`config.mk`:
```
export PLATFORM = sky130hd
export DESIGN_NAME = cnt_cam_ctrl_flat
export DESIGN_NICKNAME = d
export VERILOG_FILES = /design/src/rtl/cnt_cam_pkg.sv /design/src/rtl/cnt_cam_ctrl_if.sv /design/src/rtl/cnt_cam_ctrl_sat_inc.sv /design/src/rtl/cnt_cam_ctrl.sv /design/src/flat_wrapper.sv
export SDC_FILE = /design/constraint.sdc
export NUM_CORES = 1
export LEC_CHECK = 0
export BUFFER_PORTS_ARGS = -buffer_cell sky130_fd_sc_hd__buf_2
export CAP_MARGIN = 20
export CORE_ASPECT_RATIO = 1.1
export CORE_UTILIZATION = 51
export DETAILED_ROUTE_END_ITERATION = 12
export PLACE_DENSITY = 0.8
export REMOVE_ABC_BUFFERS = 1
export SYNTH_ARGS = -nofsm -noshare
export SYNTH_HDL_FRONTEND = slang
export SYNTH_SLANG_ARGS = --single-unit
```
`constraint.sdc`:
```
create_clock -name clk -period 3.75 [get_ports clk]
set_input_delay 0.75 -clock clk [delete_from_list [all_inputs] [get_ports clk]]
set_output_delay 0.75 -clock clk [all_outputs]
set_load 0.005 [all_outputs]
```
`src/rtl/cnt_cam_pkg.sv`:
```
// rtl/cnt_cam_pkg.sv - shared defaults, FSM state type and saturating increment for the CAM sequencer
//
// Purpose : common definitions imported by the counter-CAM controller files.
// Contents: DEF_WORD_SIZE / DEF_ENTRY_WIDTH / DEF_ROW_NUM defaults,
//           cam_state_t FSM encoding, sat_inc_f saturating increment.
package cnt_cam_pkg;

   localparam int DEF_WORD_SIZE   = 16;
   localparam int DEF_ENTRY_WIDTH = 7;
   localparam int DEF_ROW_NUM     = 68;

   typedef enum logic [3:0] {
      ST_INIT,
      ST_IDLE,
      ST_RD,
      ST_WR,
      ST_MAX,
      ST_MAXL,
      ST_SRCH,
      ST_CLR,
      ST_ACK
   } cam_state_t;

   // All-ones is sticky so a hot row never wraps back to a cold count.
   function automatic logic [DEF_WORD_SIZE-1:0] sat_inc_f(input logic [DEF_WORD_SIZE-1:0] v);
      return (&v) ? v : v + DEF_WORD_SIZE'(1);
   endfunction

endpackage

```
`src/rtl/cnt_cam_ctrl_if.sv`:
```
// rtl/cnt_cam_ctrl_if.sv - controller-to-CAM port bundle
//
// Purpose : groups every CAM control/data signal the sequencer drives or samples.
// Modports: master - the controller (drives strobes, address, write/search data)
//           slave  - the CAM (returns read data, search result, max result)
// Signals : cam_data_in, cam_addr_in, cam_read_en, cam_write_en, cam_search_en,
//           cam_reset, cam_max_en (master->slave); cam_data_out, cam_addr_out,
//           cam_match, cam_max (slave->master)
interface cnt_cam_ctrl_if
   import cnt_cam_pkg::*;
#(
   parameter int WORD_SIZE   = DEF_WORD_SIZE,
   parameter int ENTRY_WIDTH = DEF_ENTRY_WIDTH
);

   logic [WORD_SIZE-1:0]   cam_data_in;
   logic [ENTRY_WIDTH-1:0] cam_addr_in;
   logic                   cam_read_en;
   logic                   cam_write_en;
   logic                   cam_search_en;
   logic                   cam_reset;
   logic                   cam_max_en;
   logic [WORD_SIZE-1:0]   cam_data_out;
   logic [ENTRY_WIDTH-1:0] cam_addr_out;
   logic                   cam_match;
   logic [WORD_SIZE-1:0]   cam_max;

   modport master (
      output cam_data_in, cam_addr_in, cam_read_en, cam_write_en,
             cam_search_en, cam_reset, cam_max_en,
      input  cam_data_out, cam_addr_out, cam_match, cam_max
   );

   modport slave (
      input  cam_data_in, cam_addr_in, cam_read_en, cam_write_en,
             cam_search_en, cam_reset, cam_max_en,
      output cam_data_out, cam_addr_out, cam_match, cam_max
   );

endinterface

```
`src/rtl/cnt_cam_ctrl_sat_inc.sv`:
```
// rtl/cnt_cam_ctrl_sat_inc.sv - saturating incrementer with threshold compare
//
// Purpose : next count for a read-increment-write, plus "reached threshold" flag.
// Ports   : value_in  in  W  current count
//           value_out out W  count+1, held at all-ones
//           at_th     out 1  value_out >= TH
module sat_inc
   import cnt_cam_pkg::*;
#(
   parameter int           W  = DEF_WORD_SIZE,
   parameter logic [W-1:0] TH = W'(64)
) (
   input  logic [W-1:0] value_in,
   output logic [W-1:0] value_out,
   output logic         at_th
);

   generate
      if (W == DEF_WORD_SIZE) begin : g_pkg
         assign value_out = sat_inc_f(value_in);
      end else begin : g_gen
         assign value_out = (&value_in) ? value_in : value_in + W'(1);
      end
   endgenerate

   assign at_th = (value_out >= TH);

endmodule

```
`src/rtl/cnt_cam_ctrl.sv`:
```
// rtl/cnt_cam_ctrl.sv - activation-counter CAM sequencer (ACT counting + RFM service)
//
// Purpose : sole master of the counter CAM. Counts ACTs with a saturating
//           read-increment-write and services RFM requests by max search,
//           value search and clear of the hottest entry.
// Ports   : clk, rst (async, active-high)
//           act_valid/act_entry/act_ready   - ACT event handshake
//           rfm_req                         - level request for one RFM service
//           rfm_ack/rfm_hit/rfm_entry/rfm_count - RFM result, valid with rfm_ack
//           alert                           - sticky threshold flag, cleared by RFM
//           cam                             - CAM bundle (master side)
module cnt_cam_ctrl
   import cnt_cam_pkg::*;
#(
   parameter int                   WORD_SIZE   = DEF_WORD_SIZE,
   parameter int                   ENTRY_WIDTH = DEF_ENTRY_WIDTH,
   parameter int                   ROW_NUM     = DEF_ROW_NUM,
   parameter logic [WORD_SIZE-1:0] RFM_TH      = WORD_SIZE'(64)
) (
   input  logic                   clk,
   input  logic                   rst,
   input  logic                   act_valid,
   input  logic [ENTRY_WIDTH-1:0] act_entry,
   output logic                   act_ready,
   input  logic                   rfm_req,
   output logic                   rfm_ack,
   output logic                   rfm_hit,
   output logic [ENTRY_WIDTH-1:0] rfm_entry,
   output logic [WORD_SIZE-1:0]   rfm_count,
   output logic                   alert,
   cnt_cam_ctrl_if.master         cam
);

   localparam logic [ENTRY_WIDTH-1:0] ROW_LIM = ENTRY_WIDTH'(ROW_NUM);

   cam_state_t             state, state_nx;
   logic [ENTRY_WIDTH-1:0] entry_q;
   logic [WORD_SIZE-1:0]   cnt_q;
   logic [1:0]             phase_q;
   logic [WORD_SIZE-1:0]   max_q;
   logic [ENTRY_WIDTH-1:0] found_q;
   logic                   match_q;
   logic                   alert_q;
   logic [WORD_SIZE-1:0]   inc_val;
   logic                   inc_at_th;

   sat_inc #(
      .W  (WORD_SIZE),
      .TH (RFM_TH)
   ) u_sat_inc (
      .value_in  (cnt_q),
      .value_out (inc_val),
      .at_th     (inc_at_th)
   );

   always_ff @(posedge clk or posedge rst) begin
      if (rst) begin
         state <= ST_INIT;
      end else begin
         state <= state_nx;
      end
   end

   always_comb begin
      state_nx = state;
      case (state)
         ST_INIT: state_nx = ST_IDLE;
         ST_IDLE: begin
            if (rfm_req) begin
               state_nx = ST_MAX;
            end else if (act_valid && (act_entry < ROW_LIM)) begin
               state_nx = ST_RD;
            end
            // Out-of-range ACTs are consumed here without touching the CAM.
         end
         ST_RD:   state_nx = ST_WR;
         ST_WR:   state_nx = ST_IDLE;
         ST_MAX:  if (phase_q == 2'd3) state_nx = ST_MAXL;
         // Decide on the live CAM result; max_q captures the same value this edge.
         ST_MAXL: state_nx = (cam.cam_max == '0) ? ST_ACK : ST_SRCH;
         ST_SRCH: state_nx = ST_CLR;
         ST_CLR:  state_nx = ST_ACK;
         ST_ACK:  state_nx = ST_IDLE;
         default: state_nx = ST_INIT;
      endcase
   end

   always_ff @(posedge clk or posedge rst) begin
      if (rst) begin
         entry_q <= '0;
         cnt_q   <= '0;
         phase_q <= '0;
         max_q   <= '0;
         found_q <= '0;
         match_q <= 1'b0;
         alert_q <= 1'b0;
      end else begin
         case (state)
            ST_IDLE: begin
               phase_q <= '0;
               // Cleared so an empty RFM (skipping SRCH) reports no hit.
               match_q <= 1'b0;
               if (!rfm_req && act_valid) entry_q <= act_entry;
            end
            ST_RD:   cnt_q <= cam.cam_data_out;
            ST_WR:   if (inc_at_th) alert_q <= 1'b1;
            ST_MAX:  phase_q <= phase_q + 2'd1;
            ST_MAXL: max_q <= cam.cam_max;
            ST_SRCH: begin
               found_q <= cam.cam_addr_out;
               match_q <= cam.cam_match;
            end
            ST_ACK:  alert_q <= 1'b0;
            default: ;
         endcase
      end
   end

   // Outputs are forced low while rst is held, even though state already reads INIT.
   always_comb begin
      act_ready         = 1'b0;
      rfm_ack           = 1'b0;
      rfm_hit           = 1'b0;
      rfm_entry         = '0;
      rfm_count         = '0;
      alert             = 1'b0;
      cam.cam_data_in   = '0;
      cam.cam_addr_in   = '0;
      cam.cam_read_en   = 1'b0;
      cam.cam_write_en  = 1'b0;
      cam.cam_search_en = 1'b0;
      cam.cam_reset     = 1'b0;
      cam.cam_max_en    = 1'b0;
      if (!rst) begin
         alert = alert_q;
         case (state)
            ST_INIT: cam.cam_reset = 1'b1;
            ST_IDLE: act_ready = 1'b1;
            ST_RD: begin
               cam.cam_read_en = 1'b1;
               cam.cam_addr_in = entry_q;
            end
            ST_WR: begin
               cam.cam_write_en = 1'b1;
               cam.cam_addr_in  = entry_q;
               cam.cam_data_in  = inc_val;
            end
            ST_MAX:  cam.cam_max_en = 1'b1;
            ST_SRCH: begin
               cam.cam_search_en = 1'b1;
               cam.cam_data_in   = max_q;
            end
            ST_CLR: begin
               if (match_q) begin
                  cam.cam_write_en = 1'b1;
                  cam.cam_addr_in  = found_q;
               end
            end
            ST_ACK: begin
               rfm_ack = 1'b1;
               rfm_hit = match_q;
               if (match_q) begin
                  rfm_entry = found_q;
                  rfm_count = max_q;
               end
            end
            default: ;
         endcase
      end
   end

endmodule

```
`src/flat_wrapper.sv`:
```
// flat-port wrapper written by rule: the top's interface ports become plain ports
module cnt_cam_ctrl_flat import cnt_cam_pkg::*;
#(
   parameter int                   WORD_SIZE   = DEF_WORD_SIZE,
   parameter int                   ENTRY_WIDTH = DEF_ENTRY_WIDTH,
   parameter int                   ROW_NUM     = DEF_ROW_NUM,
   parameter logic [WORD_SIZE-1:0] RFM_TH      = WORD_SIZE'(64)
)
  (clk, rst, act_valid, act_entry, act_ready, rfm_req, rfm_ack, rfm_hit, rfm_entry, rfm_count, alert, cam_cam_data_in, cam_cam_addr_in, cam_cam_read_en, cam_cam_write_en, cam_cam_search_en, cam_cam_reset, cam_cam_max_en, cam_cam_data_out, cam_cam_addr_out, cam_cam_match, cam_cam_max);
  cnt_cam_ctrl_if #(.WORD_SIZE(WORD_SIZE), .ENTRY_WIDTH(ENTRY_WIDTH)) cam_i ();
  input  logic clk;
  input  logic rst;
  input  logic act_valid;
  input  logic [ENTRY_WIDTH-1:0] act_entry;
  output logic act_ready;
  input  logic rfm_req;
  output logic rfm_ack;
  output logic rfm_hit;
  output logic [ENTRY_WIDTH-1:0] rfm_entry;
  output logic [WORD_SIZE-1:0] rfm_count;
  output logic alert;
  output wire logic [$bits(cam_i.cam_data_in)-1:0] cam_cam_data_in;
  output wire logic [$bits(cam_i.cam_addr_in)-1:0] cam_cam_addr_in;
  output wire logic [$bits(cam_i.cam_read_en)-1:0] cam_cam_read_en;
  output wire logic [$bits(cam_i.cam_write_en)-1:0] cam_cam_write_en;
  output wire logic [$bits(cam_i.cam_search_en)-1:0] cam_cam_search_en;
  output wire logic [$bits(cam_i.cam_reset)-1:0] cam_cam_reset;
  output wire logic [$bits(cam_i.cam_max_en)-1:0] cam_cam_max_en;
  input wire logic [$bits(cam_i.cam_data_out)-1:0] cam_cam_data_out;
  input wire logic [$bits(cam_i.cam_addr_out)-1:0] cam_cam_addr_out;
  input wire logic [$bits(cam_i.cam_match)-1:0] cam_cam_match;
  input wire logic [$bits(cam_i.cam_max)-1:0] cam_cam_max;
  assign cam_cam_data_in = cam_i.cam_data_in;
  assign cam_cam_addr_in = cam_i.cam_addr_in;
  assign cam_cam_read_en = cam_i.cam_read_en;
  assign cam_cam_write_en = cam_i.cam_write_en;
  assign cam_cam_search_en = cam_i.cam_search_en;
  assign cam_cam_reset = cam_i.cam_reset;
  assign cam_cam_max_en = cam_i.cam_max_en;
  assign cam_i.cam_data_out = cam_cam_data_out;
  assign cam_i.cam_addr_out = cam_cam_addr_out;
  assign cam_i.cam_match = cam_cam_match;
  assign cam_i.cam_max = cam_cam_max;
  cnt_cam_ctrl #(.WORD_SIZE(WORD_SIZE), .ENTRY_WIDTH(ENTRY_WIDTH), .ROW_NUM(ROW_NUM), .RFM_TH(RFM_TH)) u_core (.clk(clk), .rst(rst), .act_valid(act_valid), .act_entry(act_entry), .act_ready(act_ready), .rfm_req(rfm_req), .rfm_ack(rfm_ack), .rfm_hit(rfm_hit), .rfm_entry(rfm_entry), .rfm_count(rfm_count), .alert(alert), .cam(cam_i));
endmodule
```
==> metrics.md <==
| Metric | Value |
|---|---|
| Largest net degree at the start of global routing | `57` |
| Core Region | `6230 sq um` |
| Seq pwr share | `between 40% and 50%` |
| Slew headroom | `53.3%` |
| Net Switching | `1.06 mW` |
| Worst VDD drop | `0.000356 V` |
| Layout cells sized above 1 | `43.0%` |
| Reg2Reg Depth | `6` |
| Worst slack at placement | `732 ps` |
| RSZ-0062 raised after global routing | `no` |
| Worst r2r src | `u_core.cnt_q[1]` |
| Cts hold-fix bufs | `0` |
| Row cnt | `30` |
| I/O pin cnt | `106` |
| Comb pwr share | `39.6%` |
| Worst setup SP type | `flop` |
| CTS clock-pin slew for the worst setup and hold paths | `100 ps` |
| #FFs+latches synth | `54` |
| GPL Wtd Cong | `0.861` |
| Post-synthesis simple-gate area fraction | `23.3%` |
| Max Cap Viol | `0` |
| Clock Path Buffers | `2` |
| Register area share after synthesis | `40.8%` |
| Cts repair resizes | `0` |
| HP Class | `reg2reg` |
| Req. time, crit path | `3000 ps` |
| Leakage power total | `1.93 nW` |
| Hold-critical path endpoint | `u_core.phase_q[0]` |
| Crit-path max cell delay | `560 ps` |
| Setup TNS Final | `0 ps` |
| Post-synth top flop | `dfrtp_1` |
| Clk_lat worst skew | `310 ps` |
| CP max-delay cell | `nor4_4` |
| CTS tree | `yes` |
| Post-route ant nets | `0` |
| Post-CTS Setup Inserts | `0` |
| FFs w/ async S/R, synth | `100%` |
| Sw frac | `40.3%` |
| First-pass GRT wire length | `roughly 14 mm` |
| Gr usage total | `26.1%` |
| Critical Path AT | `2480 ps` |
| Pwr dens | `669 nW/um^2` |
| Critical path class | `reg2out` |
| # setup viols final | `0` |
| DP Cell Count | `498` |
| Clk_skew | `12.8 ps` |
| Nets | `478` |
| Critical Path, Cell by Cell | `ha_1 > nand3_2 > nor4_4 > nor2_1 > xnor2_1 > o21ai_0 > buf_2` |
| Fin. Hold Viols | `0` |
| Hold Startpoint | `u_core.phase_q[0]` |
| Final Max Tran Viols | `0` |
| Post-synth EDFFs | `0` |
| Fmax | `309 MHz` |
| Vias in the first global route | `between 2000 and 3000` |
| Hpwl dp | `6.35 mm` |
| Run status | `complete, no violations` |
| Initial Utilization | `53.1%` |
| Final period utilization | `86.2%` |
| Die width | `slightly below 80 um` |
| IO buf count | `105` |
| Combinational family with the most area after synthesis | `simple AND/OR/NAND/NOR gates` |
| Inserted Diodes | `0` |
| Synth warn | `0` |
| Worst Hold Depth | `1` |
| Height of the chip | `86.5 um` |
| Layout area overhead | `19.0%` |
| Drt first pass iters | `5` |
| Root Driver | `clkbuf_8` |
| Mapped cell area | `3310 sq um` |
| Number of DRC markers in iteration 0 | `161` |
| Filler Cell Count | `544` |
| Min Hold Slack | `slightly above 500 ps` |
| Synth Area in Compound Gates | `a little over a tenth` |
| Worst r2r dst | `u_core.alert_q` |
| Reg2reg setup slack | `1670 ps` |
| Mapped Cells | `329` |
| Area share of xor/xnor cells in the synthesized design | `under 10%` |
| Mux cell area share after synthesis | `16.9%` |
| Crit path capture type | `output port` |
| Die area | `just under 7000 sq um` |
| Synth Area in Adders | `0.756%` |
| Vias per inst | `5.84` |
| Final WS setup | `519 ps` |
| Initial antenna violation count | `0` |
| Layout Cells excl Fill | `506` |
| Detailed Route WL | `8.55 mm` |
| Overflow after GRT | `0` |
| Int Pwr | `1.58 mW` |
| Number of remaining DRC errors | `0` |
| CP max FO | `10` |
| Clock share of power | `13.2%` |
| Least-Margin Pin Slew | `701 ps` |
| Clock Sink Count | `54` |
| Routed len/inst | `16.9 um` |
| Syn avg cell area | `10.1 sq um` |
| Via count | `2957` |
| Post-synth cell types | `55` |
| Fin crit period | `~3200 ps` |
| Number of buffers created by CTS | `5` |
| H-tree depth | `2` |
==> layout make-up <==
cell class / instances / area (sq um) / area share (%)
clock buffer: 6 / 82.6 / 2.10
timing repair buffer: 111 / 571 / 14.5
sequential: 54 / 1350 / 34.3
tap: 80 / 100 / 2.54
multi-input combinational: 249 / 1800 / 45.8
inverter: 4 / 15.0 / 0.381
clock inverter: 2 / 17.5 / 0.444
==> how the worst max path moves through the flow <==
| stage | start | to | slack [ps] | cells after the start |
|---|---|---|---|---|
| 5_1_grt | u_core.cnt_q[1] | cam_cam_data_in[5] | 310 | 7 |
| 3_3_place_gp | rst | cam_cam_data_in[11] | 870 | 6 |
| 3_5_place_dp | rst | cam_cam_data_in[2] | 730 | 6 |
| 4_1_cts | u_core.cnt_q[1] | cam_cam_data_in[3] | 560 | 7 |
| 6_report | u_core.cnt_q[1] | cam_cam_data_in[3] | 520 | 7 |
| 2_1_floorplan | rst | cam_cam_data_in[2] | 70 | 4 |
==> sequential cells by signal, summed over array words and instances, names as in the netlist <==
register / cells
u_core.found_q: 7
u_core.cnt_q: 16
u_core.alert_q: 1
u_core.entry_q: 7
u_core.phase_q: 2
u_core.max_q: 16
u_core.state: 4
u_core.match_q: 1
==> stage by stage <==
step	instance area [sq um]	power (mW)	utilization (%)
after floorplan	3160	1.91	-
after global placement	3840	2.23	61.6
after detailed placement	3840	2.29	61.6
after CTS	3940	2.64	63.3
after global routing	3940	2.82	63.3
final	3940	2.64	63.3
==> placed cells by master (no fill, tap or decap), drive strengths merged, types with 3 or more instances in the layout <==
master,instances
nor4,8
nor2,20
dfrtp,54
o21ai,20
nand3,7
nand4,5
and3,27
a31oi,3
nand2b,3
a22o,9
a21oi,9
nor3,11
o31ai,3
clkbuf,6
nand2,35
mux2,47
mux2i,3
buf,111
xnor2,9
inv,4
and4,4
==> power by group through the flow <==
stage	Sequential [mW]	Clock [mW]	Combinational (mW)
6_report	1.24	0.349	1.04
5_1_grt	1.29	0.380	1.14
4_1_cts	1.24	0.354	1.05
3_5_place_dp	1.25	0	1.04
3_3_place_gp	1.23	0	1.01
2_1_floorplan	1.14	0	0.768
==> worst max-delay path: cells and delay by family, from the launching register on <==
kind | cells | cell delay (ps)
AND/OR/NAND/NOR | 3 | 920
flip-flops | 1 | 480
adder cells (fa/ha/maj) | 1 | 290
XOR/XNOR | 1 | 220
buffers and inverters | 1 | 150
AO/OA/AOI/OAI | 1 | 110
==> cells by family (layout without fill, tap and decap cells) <==
group | count (synthesis) | count (layout)
mux | 50 | 50
flops | 54 | 54
simple gates | 133 | 133
buf+inv | 26 | 123
xor+xnor | 10 | 10
compound gates | 54 | 54
fa+ha+maj | 2 | 2
==> routing by layer <==
layer	vias up	global-route usage [%]	share of wire [%]
li1	1390	-	-
met1	1426	34.7	42
met2	126	43.1	49
met3	15	4.74	7.1
met4	0	8.60	1.6
met5	-	0	0
==> cells in the mapped netlist (2+ instances only) <==
master | count | area [sq um]
dfrtp_1 | 54 | 1350
mux2_2 | 47 | 529
nand2_1 | 35 | 131
and3_1 | 27 | 169
o21ai_0 | 20 | 100
nor2_1 | 19 | 71.3
a21oi_1 | 9 | 45.0
a22o_1 | 9 | 78.8
xnor2_1 | 9 | 78.8
nor3_1 | 8 | 40.0
buf_2 | 6 | 30.0
clkbuf_1 | 6 | 22.5
nand3_1 | 6 | 30.0
nor4_1 | 6 | 37.5
buf_4 | 4 | 30.0
inv_1 | 4 | 15.0
a31oi_1 | 3 | 18.8
and4_1 | 3 | 26.3
buf_6 | 3 | 33.8
mux2i_1 | 3 | 30.0
nand4_1 | 3 | 18.8
nor3_2 | 3 | 30.0
o31ai_1 | 3 | 22.5
and2_1 | 2 | 12.5
clkbuf_8 | 2 | 27.5
ha_1 | 2 | 25.0
nand2b_1 | 2 | 12.5
nand3b_1 | 2 | 15.0
nor2b_1 | 2 | 12.5
or3_1 | 2 | 12.5
Power figures use the tool's default switching activity.
